`src/rtl/regs_wb_arb.sv`:
```
// Round-robin write-back arbiter: up to two non-conflicting register writes per cycle,
// driven from a registered output stage. Define REGS_WB_ARB_PERF_EN to add perf_conflict.
module regs_wb_arb #(
  parameter int NREQ  = 4,
  parameter int NPORT = 2
) (
  input  logic                 clk,
  input  logic                 rst,
  input  logic [NREQ-1:0]      req_valid,
  input  logic [3*NREQ-1:0]    req_addr,
  input  logic [16*NREQ-1:0]   req_data,
  output logic [NREQ-1:0]      req_ready,
  output logic                 wen0,
  output logic                 wen1,
  output logic [2:0]           waddr0,
  output logic [2:0]           waddr1,
  output logic [15:0]          wdata0,
  output logic [15:0]          wdata1,
  output logic [7:0]           busy
`ifdef REGS_WB_ARB_PERF_EN
  ,
  output logic [15:0]          perf_conflict
`endif
);

  localparam int PW = (NREQ > 1) ? $clog2(NREQ) : 1;
  localparam logic [1:0] MAX_GRANTS = 2'(NPORT);

  logic [2:0]    addr_arr [NREQ];
  logic [15:0]   data_arr [NREQ];

  logic [PW-1:0] ptr;
  logic [PW-1:0] ptr_next;
  logic [PW-1:0] sel;
  logic [PW-1:0] last_sel;
  logic [PW:0]   scan_sum;
  logic [PW:0]   next_sum;

  logic [NREQ-1:0] grant;
  logic [1:0]      n_grant;
  logic            g0_valid;
  logic            g1_valid;
  logic [2:0]      g0_addr;
  logic [2:0]      g1_addr;
  logic [15:0]     g0_data;
  logic [15:0]     g1_data;
`ifdef REGS_WB_ARB_PERF_EN
  logic            conflict;
`endif

  for (genvar gi = 0; gi < NREQ; gi++) begin : g_unpack
    assign addr_arr[gi] = req_addr[3*gi +: 3];
    assign data_arr[gi] = req_data[16*gi +: 16];
  end

  // Scan from ptr; the first grant takes port 0, a later one with a different address takes port 1.
  always_comb begin
    grant    = '0;
    n_grant  = '0;
    g0_valid = 1'b0;
    g1_valid = 1'b0;
    g0_addr  = '0;
    g1_addr  = '0;
    g0_data  = '0;
    g1_data  = '0;
    sel      = '0;
    scan_sum = '0;
    last_sel = ptr;
`ifdef REGS_WB_ARB_PERF_EN
    conflict = 1'b0;
`endif
    if (!rst) begin
      for (int k = 0; k < NREQ; k++) begin
        scan_sum = {1'b0, ptr} + (PW+1)'(k);
        if (scan_sum >= (PW+1)'(NREQ)) begin
          scan_sum = scan_sum - (PW+1)'(NREQ);
        end
        sel = scan_sum[PW-1:0];
        if (req_valid[sel] && (n_grant < MAX_GRANTS)) begin
          if (g0_valid && (addr_arr[sel] == g0_addr)) begin
`ifdef REGS_WB_ARB_PERF_EN
            conflict = 1'b1;
`endif
          end else begin
            grant[sel] = 1'b1;
            last_sel   = sel;
            if (!g0_valid) begin
              g0_valid = 1'b1;
              g0_addr  = addr_arr[sel];
              g0_data  = data_arr[sel];
            end else begin
              g1_valid = 1'b1;
              g1_addr  = addr_arr[sel];
              g1_data  = data_arr[sel];
            end
            n_grant = n_grant + 2'd1;
          end
        end
      end
    end
  end

  // Next highest priority is the requester just after the last one granted.
  always_comb begin
    next_sum = {1'b0, last_sel} + (PW+1)'(1);
    if (next_sum >= (PW+1)'(NREQ)) begin
      next_sum = '0;
    end
    ptr_next = next_sum[PW-1:0];
  end

  assign req_ready = grant;

  always_ff @(posedge clk) begin
    if (rst) begin
      ptr    <= '0;
      wen0   <= 1'b0;
      wen1   <= 1'b0;
      waddr0 <= '0;
      waddr1 <= '0;
      wdata0 <= '0;
      wdata1 <= '0;
    end else begin
      wen0 <= g0_valid;
      wen1 <= g1_valid;
      if (g0_valid) begin
        waddr0 <= g0_addr;
        wdata0 <= g0_data;
        ptr    <= ptr_next;
      end
      if (g1_valid) begin
        waddr1 <= g1_addr;
        wdata1 <= g1_data;
      end
    end
  end

  always_comb begin
    busy = '0;
    if (wen0) busy[waddr0] = 1'b1;
    if (wen1) busy[waddr1] = 1'b1;
  end

`ifdef REGS_WB_ARB_PERF_EN
  // Saturating count of cycles in which a valid requester lost out to a same-register grant.
  always_ff @(posedge clk) begin
    if (rst) begin
      perf_conflict <= '0;
    end else if (conflict && (perf_conflict != 16'hFFFF)) begin
      perf_conflict <= perf_conflict + 16'd1;
    end
  end
`endif

endmodule

```
`config.mk`:
```
export PLATFORM = sky130hd
export DESIGN_NAME = regs_wb_arb
export DESIGN_NICKNAME = d
export VERILOG_FILES = /design/src/rtl/regs_wb_arb.sv
export SDC_FILE = /design/constraint.sdc
export NUM_CORES = 1
export LEC_CHECK = 0
export BUFFER_PORTS_ARGS = -buffer_cell sky130_fd_sc_hd__buf_2
export CORE_MARGIN = 5
export CORE_UTILIZATION = 45
export CTS_BUF_LIST = sky130_fd_sc_hd__clkbuf_4 sky130_fd_sc_hd__clkbuf_8
export CTS_CLUSTER_SIZE = 8
export DETAILED_ROUTE_END_ITERATION = 7
export GPL_TIMING_DRIVEN = 0
export PLACE_DENSITY_LB_ADDON = 0.2
export SLEW_MARGIN = 5
export SYNTH_ARGS = -nofsm -noshare
export SYNTH_HDL_FRONTEND = slang
export SYNTH_SLANG_ARGS = --single-unit
```
`constraint.sdc`:
```
create_clock -name clk -period 6.2 [get_ports clk]
set_input_delay 1.55 -clock clk [delete_from_list [all_inputs] [get_ports clk]]
set_output_delay 1.55 -clock clk [all_outputs]
set_load 0.1 [all_outputs]
```
== Word-level counts from Yosys, hierarchy flattened ==
Index checks and enable logic that the tools add are counted.
Word-level totals
  input port bits: 82
  memories: 0
  ROM bits: 0
  memory bits (writable): 0
  register bits after elaboration: 42
  latch bits: 0
Cells by class
  reduce and logical (&&, ||, !) cells: 12
  shifts and indexed selects: 0
  multiply operators: 0
  bitwise logic cells: 8
  mux-type cells: 144
  equality and inequality tests: 3
  div/mod/pow operators: 0
  $add $sub $neg: 10
  magnitude comparators: 24
Operators with widths (number)
  $mux 16: 27
  $bmux 16 s2: 4
  $mux 3: 30
  $mux 2: 24
  $mux 4: 11
  $mux 1: 32
  $bmux 3 s2: 4
  $ge 3x3->1 const B: 8
  $mux 8: 2
  $logic_and 1x1->1: 12
  $lt 2x3->1 const B: 4
  $not 2->3: 4
  $or 4x4->4: 3
  $eq 3x3->1: 3
  $bmux 1 s2: 4
  $demux 1 s2: 4
  $ge 2x1->1 const B: 4
  $lt 3x4->1 const B: 2
  $or 8x8->8: 1
  $sub 2x1->2 const B: 4
  $add 2x1->3 const B: 2
  $add 2x2->3 const B: 2
  $demux 1 s3: 2
  $ge 3x1->1 const B: 2
  3 further kinds: 6

== Depth between registers and ports, before layout ==
Gate-level depths: netlist (run 1).
  word-level depth: 27
  mapped depth: 19
  gate-level depth less buffers: 11

== Worst setup path after synthesis (run 1) ==
OpenSTA, ideal clock, no wires.
  path kind: register -> output
  start: register ptr[0]
  end: output req_ready[0]
  path buffers: 6
  data arrival time: 5.247 ns
  stages on the path, launching flop included: 18
  setup slack: -0.597 ns
  cell sequence: dfxtp_1 > buf_6 > buf_6 > buf_4 > buf_1 > clkbuf_1 > inv_1 > ha_1 > buf_2 > mux4_2 > xnor2_1 > a311oi_2 > nand2b_2 > a31oi_2 > o41ai_4 > nor2_2 > nand2_1 > a21oi_1
Between the ends
  longest elaborated chain between the ends: 24
  elaborated cells on any way between the ends: 117
  classes of those cells: 9 x add/sub; 15 x order compare; 3 x eq/ne; 73 x mux; 7 x bitwise; 10 x reduce/logical
Ends and longest elaborated chain
  start: declaration: RTL line 32  | logic [PW-1:0] ptr;
  start signal: assignment: RTL line 129  | ptr <= ptr_next;
  parallel branches: the longest is 22 deep, another holds $add 2x1->3
  $mux 4 (*): RTL line 79  | if (req_valid[sel] && (n_grant < MAX_GRANTS)) begin
  $mux 4 (*): RTL line 72  | if (!rst) begin
  end: declaration: RTL line 12  | output logic [NREQ-1:0] req_ready,
Mark *: on every way between the ends. The select of a mux whose other input is x is not followed.

== Worst setup path after layout (run 1) ==
  start: register ptr[0]
  end: output req_ready[3]
The elaborated chain is that of the path after synthesis.

==> results of run 1 <==
cell families (layout without fill, tap and decap cells):
kind of cell             after synthesis  after routing  synth area share, %
AO/OA/AOI/OAI                        166            166                 26.0
XOR/XNOR                               6              6                 1.13
adder cells (fa/ha/maj)                4              4                 1.08
buffers and inverters                 50            191                 5.01
flip-flops                            42             42                 18.1
multiplexers                          97             97                 34.4
AND/OR/NAND/NOR                      137            137                 14.3
path summary, 6_finish.rpt:
check | from | endpoint | slack [ns] | cells past startpoint
worst max-delay path | ptr[0] | req_ready[3] | 0.33 | 17
worst min-delay path | waddr1[0] | waddr1[0] | 0.49 | 2
worst max register to register | ptr[0] | wdata1[12] | 1.76 | 15
worst min register to register | waddr1[0] | waddr1[0] | 0.49 | 2
placed cells by master, fill, tap and decap left out, types with 18 or more instances in the layout:
cell type / Yosys / layout
dfxtp_1: 42 / 42
clkbuf_1: 25 / 24
nand2_1: 41 / 41
a222oi_1: 23 / 23
nor2_1: 43 / 43
mux2_2: 20 / 20
mux2i_1: 29 / 29
mux4_2: 48 / 48
buf_2: 9 / 135
a21oi_1: 58 / 54
a211oi_1: 18 / 18
metrics by stage:
| stage | cell area (µm²) | setup TNS, ns | std cells |
|---|---|---|---|
| global placement | 5490 | -3.17 | 770 |
| CTS | 5640 | 0 | 776 |
| floorplan | 4660 | 0 | 502 |
| global route | 5680 | 0 | 779 |
| finish | 5680 | 0 | 779 |
| detailed placement | 5490 | -3.42 | 770 |
routing by layer:
layer  vias to the layer above  wire [µm]  GRT usage, %
met1                      2523       7020          34.7
met5                         -          0             0
met2                       341       8700          47.4
met3                        56       1800          4.46
li1                       2302          -             -
met4                         0        448          10.1
final cells by class:
type / count / share of cell area (%)
clock inverter: 1 / 0.529
clock buffer: 6 / 1.45
inverter: 2 / 0.132
sequential: 42 / 14.8
buffer: 46 / 4.14
tap: 136 / 3.00
multi-input combinational: 410 / 63.3
timing repair buffer: 136 / 12.6
repair_timing:
item / in CTS / in global routing
buffers inserted: 0 / 4
resized for setup: 12 / 5
pin swaps: 0 / 2
endpoints found under the setup margin: 4 / 4
worst register-to-register path, cell delays in order (launching register included):
cell and delay, ns:
dfxtp_1 0.40, buf_6 0.18, buf_6 0.25, buf_12 0.22, inv_1 0.13, ha_1 0.29
clkbuf_4 0.22, mux4_2 0.34, nor2b_1 0.14, buf_2 0.20, a221o_1 0.36, o221a_2 0.17
nor3_2 0.70, buf_2 0.42, a222oi_1 0.14, a21oi_1 0.20
registers in the layout (all words and copies together) (netlist names):
register	flops
ptr	2
waddr0	3
waddr1	3
wdata0	16
wdata1	16
wen0	1
wen1	1
==> out/qor.yml, run 1 <==
sta:
  min_period_over_period_pct: 94.8
  slew_headroom_pct: 34.9
  whs_ns: 0.495
  fin_ws_ns: 0.325
  fin_crit_ns: 5.87
  timing.fmax_ghz: 0.170
  finalSetupViolations: 0
  rsz0062_at_grt: "false"
  final-max-slew-violation-count: 0
  clock_skew_ns: 0.0107
  hold_viol: 0
  tightest_slew_ns: 0.976
die:
  rows: 37
  core_area_um2: 10200
  start_util_pct: 45.6
  die_area_um2: 12500
  io_pins: 134
  die_w_um: 112
  die_y_um: 112
clock_network:
  h-tree-depth: 2
  clk_pin_slew_ns: 0.08
  cts.sink_count: 42
  clk_latency_ns: 0.30
  postCtsHoldBufs: 0
  cts_tree: "done"
  numCtsBuffers: 5
  clockBufferDepth: 2
  cts-root-buf: "clkbuf_8"
hold_path:
  hp-class: "reg2reg"
routing:
  ant_nets: 0
  vias_per_cell: 6.70
  drtPass1Iterations: 6
  drtIter0Drc: 576
  vias: 5222
  drt_wl_total_um: 18000
  drc: 0
  post_drt_wl_per_cell_um: 23.1
logic_synthesis:
  synth_most_common_cell: "a21oi_1"
  synth_area_leaders: "mux4_2, dfxtp_1, a21oi_1, mux2i_1, a222oi_1"
  yosysSeqAreaShare_pct: 18.1
  syn_nets: 588
  ys_ff_latch: 42
  synth-async-reset-ratio_pct: 0
  yosysUniqueCellTypes: 61
  synth_cells: 502
  synth-warning-count: 0
  synth_edf_count: 0
  synth.avg_cell_area_um2: 9.25
  ys.flop_type: "dfxtp_1"
  ys_top_cells_by_count: "a21oi_1, mux4_2, nor2_1"
  yosysTopAreaCellShare_pct: 23.3
  yosysTopAreaCell: "mux4_2"
  synth_area_um2: 4640
placement:
  numPortBuffers: 132
  gp_congestion: 0.934
  dp_hpwl_um: 13100
  dp_slack_ns: -0.859
final_layout:
  final_core_util_pct: 55.8
  multi_input_area_um2: 3600
  drive_above_1_share_pct: 37.9
  nNetsFinal: 729
  area_delta_synth_final_pct: 22.3
  regArea_um2: 841
  diodes: 0
  fillers: 990
global_routing:
  grtUsageTotal_pct: 27.5
  grt_overflow: 0
  grt_pass1_vias: 5148
  grt_first_pass_wirelength_um: 27700
  grt_max_degree: 20
  antenna_found_initial: 0
setup_path:
  cp_data_arrival_time_ns: 4.32
  cp_slowest_cell: "o41ai_4"
  cp_data_required_time_ns: 4.65
  slowest_delay_ns: 0.48
  end_kind: "output pin"
  start_kind: "flip-flop"
  crit_top_cell: "buf_6"
  worstPathCellList: "buf_6 > buf_6 > buf_12 > inv_1 > ha_1 > clkbuf_4 > mux4_2 > buf_4 > nand2b_4 > nor2b_1 > nor3_1 > a211o_1 > o41ai_4 > nor2_4 > nand2_1 > a21oi_2 > buf_6"
  path_delay_family: "buffers and inverters"
  crit_type: "reg2out"
  cp.buffers_inverters: 7
  worstPathMaxFanout: 19
flow_run:
  cap_violations: 0
status:
  status: "finished clean"
Power of run 1 is not shown: default switching activity piles up to over one toggle a cycle in this logic, so the estimate is an artifact.
==> run 2, diff against run 1 <==
--- a/config.mk
+++ b/config.mk
@@ -5,7 +5,8 @@
 export SDC_FILE = /design/constraint.sdc
 export NUM_CORES = 1
 export LEC_CHECK = 0
-export BUFFER_PORTS_ARGS = -buffer_cell sky130_fd_sc_hd__buf_2
+export ABC_AREA = 0
+export BUFFER_PORTS_ARGS = -buffer_cell sky130_fd_sc_hd__clkbuf_2
 export CORE_MARGIN = 5
 export CORE_UTILIZATION = 45
 export CTS_BUF_LIST = sky130_fd_sc_hd__clkbuf_4 sky130_fd_sc_hd__clkbuf_8
==> run 2 against run 1 <==
Net effect:
- core utilization unchanged
- clock-buffer cell count increased by 1
- critical path depth increased by 1
- cell area unchanged
- routed wire length decreased by 0.72%
- worst setup slack got worse by 0.097 ns
- clock skew increased by 0.0053 ns
- sequential share of layout area unchanged
==> out/qor.yml, run 2 (synthesis gave the netlist of run 1 again) <==
setup_path:
  r2r_slack_ns: 1.57  # -0.19 ns
  end_kind: "output pin"
  cp_slowest_cell: "o41ai_4"
  worstPathMaxFanout: 19  # unchanged
  cp_data_required_time_ns: 4.65  # about the same
  reg2reg_from: "ptr[0]"
  start_kind: "flip-flop"
  path_delay_family: "buffers and inverters"
  cp_data_arrival_time_ns: 4.42  # +0.10 ns
  crit_start: "ptr[0]"
  worstPathCellList: "buf_6 > buf_6 > buf_4 > buf_12 > inv_1 > ha_1 > clkbuf_4 > mux4_2 > buf_4 > nand2b_4 > nor2b_1 > nor3_1 > a211o_1 > o41ai_4 > nor2_4 > nand2_1 > a21oi_2 > clkbuf_8"
  crit_type: "reg2out"
  slowest_delay_ns: 0.46  # -0.02 ns
  cp.buffers_inverters: 8  # +1
die:
  io_pins: 134  # unchanged
  rows: 37  # unchanged
  die_w_um: 112  # unchanged
  start_util_pct: 45.6  # unchanged
  die_area_um2: 12500  # unchanged
  core_area_um2: 10200  # unchanged
  die_y_um: 112  # unchanged
global_routing:
  grt_use_met1_pct: 34.5  # -0.11 points
  grt_overflow: 0  # unchanged
  use_met2_pct: 47.4  # unchanged
  grt_max_degree: 20  # unchanged
  busiest_layer: "met2"
  antenna_found_initial: 0  # unchanged
  grtUsageTotal_pct: 27.3  # -0.12 points
  grt_pass1_vias: 5275  # +2.5%
  met3_usage_pct: 4.89  # +0.43 points
  grt_first_pass_wirelength_um: 27800  # +0.45%
sta:
  clock_skew_ns: 0.0160  # +0.00533 ns
  finalSetupViolations: 0  # unchanged
  min_period_over_period_pct: 96.3  # +1.6 points
  final-max-slew-violation-count: 0  # unchanged
  fin_crit_ns: 5.97  # +0.0973 ns
  tightest_slew_ns: 0.995  # +0.0196 ns
  slew_headroom_pct: 33.3  # -1.7 points
  hold_viol: 0  # unchanged
  timing.fmax_ghz: 0.167  # -1.6%
routing:
  vias: 5246  # +0.46%
  drtPass1Iterations: 5  # -1
  vias_per_cell: 6.72  # +0.20%
  post_drt_wl_per_cell_um: 22.9  # -0.98%
  drc: 0  # unchanged
  drt_wl_total_um: 17800  # -0.72%
  ant_nets: 0  # unchanged
  drtIter0Drc: 568  # -1.4%
final_layout:
  layout.cells.non_filler: 781  # +0.26%
  regArea_um2: 841  # unchanged
  mostFrequentLayoutCells: "clkbuf_2, a21oi_1, mux4_2, nor2_1, dfxtp_1"
  final_common_cell: "clkbuf_2"
  drive_above_1_share_pct: 38.1  # +0.19 points
  largestRegisters: "wdata0: 16 flops, wdata1: 16 flops"
  multi_input_area_um2: 3600  # unchanged
  fillers: 974  # -1.6%
  area_delta_synth_final_pct: 22.3  # unchanged
  nNetsFinal: 730  # +0.14%
  diodes: 0  # unchanged
clock_network:
  cts_tree: "done"
  clk_latency_ns: 0.30  # about the same
  clk_pin_slew_ns: 0.08  # about the same
  postCtsHoldBufs: 0  # unchanged
  h-tree-depth: 2  # unchanged
  numCtsBuffers: 5  # unchanged
  cts.sink_count: 42  # unchanged
  clockBufferDepth: 2  # unchanged
  cts-root-buf: "clkbuf_8"
hold_path:
  hp-class: "reg2reg"
  min-delay-start: "waddr1[0]"
placement:
  gp_congestion: 0.937  # +0.32%
  place_inst: 770  # unchanged
  numPortBuffers: 132  # unchanged
  dp_hpwl_um: 13100  # +0.21%
status:
  status: "finished clean"
flow_run:
  cap_violations: 0  # unchanged
[run 2: cell types whose count changed in the layout (fill, tap and decap cells not counted), sizes merged]
cell,change
buf,-131
bufinv,-1
clkbuf,+133
clkinv,+1
[run 2: worst reg2reg max path, delay by kind of cell, from the launching register on]
family                     cells  cell delay (ns)
adders and majority gates      1             0.29
DFF                            1             0.40
and+or+nand+nor                2             0.90
buffers and inverters          8             1.78
muxes                          1             0.34
AOI/OAI and AO/OA              4             0.87
[run 2: area by class of cell]
cell class	count	share of cell area, %
Multi-Input combinational cell	410	63.3
Sequential cell	42	14.8
Timing Repair Buffer	136	12.8
Buffer	47	4.27
Tap cell	136	3.00
Clock buffer	7	1.59
Inverter	2	0.132
Clock inverter	1	0.0881
[run 2: final timing paths]
path         depth (start not counted)            to
max                                 18  req_ready[0]
min                                  2     waddr1[0]
max reg2reg                         16    wdata1[12]
min reg2reg                          2     waddr1[0]
[run 2: what timing repair did]
item	4_1_cts	5_1_grt
resized for setup	12	5
buffers inserted	0	4
pin swaps	0	1
endpoints found under the hold margin	0	0
endpoints found under the setup margin	4	4
[run 2: stage by stage]
step	hold slack (ns)	worst slack (ns)	utilization [%]	TNS, ns	cell area, µm²
2_1_floorplan	0.894	0.0117	-	0	4660
3_3_place_gp	0.473	-0.833	53.9	-3.32	5490
3_5_place_dp	0.493	-0.880	53.9	-3.51	5490
4_1_cts	0.504	0.0519	55.3	0	5630
5_1_grt	0.541	-0.00793	55.8	-0.00793	5680
6_report	0.509	0.228	55.8	0	5680
[run 2: layer usage]
layer  share of wire (%)  routed length, µm
met1                  38               6750
met2                  48               8630
met3                  11               1920
met4                 3.1                554
met5                   0                  0
Power of run 2 is left out for the same reason.
==> run 3, diff against run 2 <==
--- a/config.mk
+++ b/config.mk
@@ -7,6 +7,7 @@
 export LEC_CHECK = 0
 export ABC_AREA = 0
 export BUFFER_PORTS_ARGS = -buffer_cell sky130_fd_sc_hd__clkbuf_2
+export CORE_ASPECT_RATIO = 1.2
 export CORE_MARGIN = 5
 export CORE_UTILIZATION = 45
 export CTS_BUF_LIST = sky130_fd_sc_hd__clkbuf_4 sky130_fd_sc_hd__clkbuf_8
==> constraint.sdc (replaced) <==
create_clock -name clk -period 4.9 [get_ports clk]
set_input_delay 1.225 -clock clk [delete_from_list [all_inputs] [get_ports clk]]
set_output_delay 1.225 -clock clk [all_outputs]
set_load 0.1 [all_outputs]
==> run 3 against run 2 <==
Net effect:
- the flow now finishes with violations (design-rule violations)
- non-clock buffer count is 22 higher
- critical path depth is 8 lower
- clock-buffer cell count is 1 lower
- die area hardly changed
- sequential cell count stayed put
- cell area is 9.3% higher
- hold slack worse by 0.0033 ns
- first-iteration DRC count is 19% higher
- final cell count is 1.5% higher
- highest routed layer unchanged
==> out/qor.yml, run 3 (synthesis gave the netlist of run 1 again) <==
sta:
  clock_skew_ns: 0.00867  # -0.00733 ns
  setup-tns-final_ns: 0  # unchanged
  timing.fmax_ghz: 0.205
  finalSetupViolations: 0  # unchanged
  whs_ns: 0.505  # -0.00329 ns
  final-max-slew-violation-count: 0  # unchanged
  tightest_slew_ns: 0.978  # -0.0174 ns
  min_period_over_period_pct: 99.7
  hold_viol: 0  # unchanged
  slew_headroom_pct: 34.8  # +1.5 points
  fin_crit_ns: 4.89
  rsz0062_at_grt: "true"
  fin_ws_ns: 0.0142  # -0.214 ns
final_layout:
  diodes: 0  # unchanged
  fillers: 845  # -13%
  final_common_cell: "clkbuf_2"
  mostFrequentLayoutCells: "clkbuf_2, a21oi_1, mux4_2, nor2_1, dfxtp_1"
  area_delta_synth_final_pct: 33.7
  layout.cells.non_filler: 793  # +1.5%
  largestRegisters: "wdata0: 16 flops, wdata1: 16 flops"
  nNetsFinal: 752  # +3.0%
  drive_above_1_share_pct: 43.3  # +5.2 points
setup_path:
  cp_slowest_cell: "a222oi_1"
  end_kind: "output pin"
  start_kind: "input pin"
  cp.buffers_inverters: 3  # -5
  r2r.worst_path.cells: 15  # -1
  cp_data_arrival_time_ns: 3.66  # -0.76 ns
  crit_top_cell: "buf_6"
  r2r_slack_ns: 0.81  # -0.76 ns
  r2r-end: "wdata1[5]"
  cp_data_required_time_ns: 3.67  # -0.98 ns
  path_delay_family: "compound AO/OA/AOI/OAI gates"
  cp.depth: 10  # -8
  reg2reg_from: "ptr[0]"
  worstPathMaxFanout: 7  # -12
  slowest_delay_ns: 0.53  # +0.07 ns
  worstPathCellList: "buf_6 > mux4_2 > buf_6 > and3b_2 > nor3_4 > o221a_4 > o22ai_4 > a222oi_1 > a21oi_4 > clkbuf_16"
  crit_type: "in2out"
clock_network:
  cts-root-buf: "clkbuf_8"
  clk_pin_slew_ns: 0.10  # +0.02 ns
  numCtsBuffers: 5  # unchanged
  clockBufferDepth: 2  # unchanged
  clk_latency_ns: 0.30  # about the same
  h-tree-depth: 2  # unchanged
  cts.sink_count: 42  # unchanged
  cts_tree: "done"
global_routing:
  grt_pass1_vias: 5537  # +5.0%
  grt_overflow: 0  # unchanged
  grt_max_degree: 19  # -5.0%
  grt_first_pass_wirelength_um: 28500  # +2.3%
  antenna_found_initial: 0  # unchanged
  grtUsageTotal_pct: 29.0  # +1.6 points
hold_path:
  whs_endpoint: "waddr1[0]"
  min-delay-start: "waddr1[0]"
  hold_depth: 2  # unchanged
  hp-class: "reg2reg"
status:
  violations: "design-rule violations"
  status: "complete, but fails checks"
placement:
  gp_congestion: 0.934  # -0.34%
  dp_slack_ns: -0.661  # +0.218 ns
  dp_hpwl_um: 13100  # -0.21%
  place_inst: 760  # -1.3%
  numPortBuffers: 132  # unchanged
die:
  start_util_pct: 46.2  # +0.57 points
  rows: 40  # +8.1%
  die_area_um2: 12500  # about the same
  die_w_um: 103  # -7.9%
  core_area_um2: 10100  # -1.2%
  io_pins: 134  # unchanged
  die_y_um: 121  # +8.7%
routing:
  vias_per_cell: 6.82  # +1.5%
  drt_wl_total_um: 18500  # +3.5%
  post_drt_wl_per_cell_um: 23.3  # +1.9%
  drtPass1Iterations: 8  # +3
  vias: 5407  # +3.1%
  drc: 5  # +5
  drtIter0Drc: 674  # +19%
  ant_nets: 0  # unchanged
flow_run:
  cap_violations: 0  # unchanged
[run 3: cell types whose count changed in the layout (fill, tap and decap cells not counted), sizes merged]
cell | previous run | this run
clkinv | 1 | 0
clkbuf | 165 | 149
clkinvlp | 0 | 1
inv | 2 | 1
bufinv | 0 | 2
buf | 25 | 62
[run 3: worst max-delay path by stage]
stage,from,slack (ns),endpoint
after floorplan,ptr[0],0.01,req_ready[0]
after global placement,ptr[0],-0.65,req_ready[0]
after detailed placement,ptr[0],-0.66,req_ready[1]
after CTS,ptr[1],0.003,req_ready[1]
after global routing,req_addr[9],-0.07,req_ready[1]
final,req_valid[3],0.01,req_ready[1]
[run 3: layer usage]
metal | GRT usage [%] | vias up | share of wire (%)
met1 | 35.4 | 2588 | 37
li1 | - | 2351 | -
met2 | 49.8 | 389 | 49
met3 | 4.89 | 79 | 9.8
met5 | 0 | - | 0
met4 | 12.0 | 0 | 4.3
[run 3: repair_timing]
action,in CTS,in global routing
hold endpoints to repair,0,0
cloned,1,0
endpoints found under the setup margin,4,4
hold buffers,0,0
setup buffers,18,9
gates resized for setup,37,53
pin swaps,8,11
[run 3: worst register-to-register path, stage by stage (launching register included)]
cell	delay (ns)
dfxtp_4	0.40
buf_12	0.12
buf_16	0.10
clkinvlp_4	0.12
ha_4	0.31
buf_6	0.13
mux4_2	0.36
nor2b_1	0.17
buf_4	0.18
a221o_1	0.34
o221a_4	0.16
buf_4	0.15
nor3_2	0.71
buf_2	0.42
a222oi_1	0.16
a21oi_1	0.19
[run 3: area by class of cell]
| cell class | count | area [µm²] | area share, % |
|---|---|---|---|
| plain buffers | 45 | 268 | 4.31 |
| repair buffers | 160 | 1040 | 16.7 |
| clock inverters | 2 | 60.1 | 0.967 |
| clock buffers | 6 | 82.6 | 1.33 |
| flip-flops and latches | 42 | 848 | 13.7 |
| well taps | 126 | 158 | 2.54 |
| multi-input cells | 410 | 3740 | 60.3 |
| inverters | 2 | 11.3 | 0.181 |
[run 3: stage by stage]
| stage | cell area, µm² | utilization [%] |
|---|---|---|
| finish | 6210 | 61.7 |
| global route | 6210 | 61.7 |
| CTS | 6040 | 60.0 |
| detailed placement | 5610 | 55.7 |
| global placement | 5610 | 55.7 |
| floorplan | 4790 | - |
Power of run 3 is left out for the same reason.
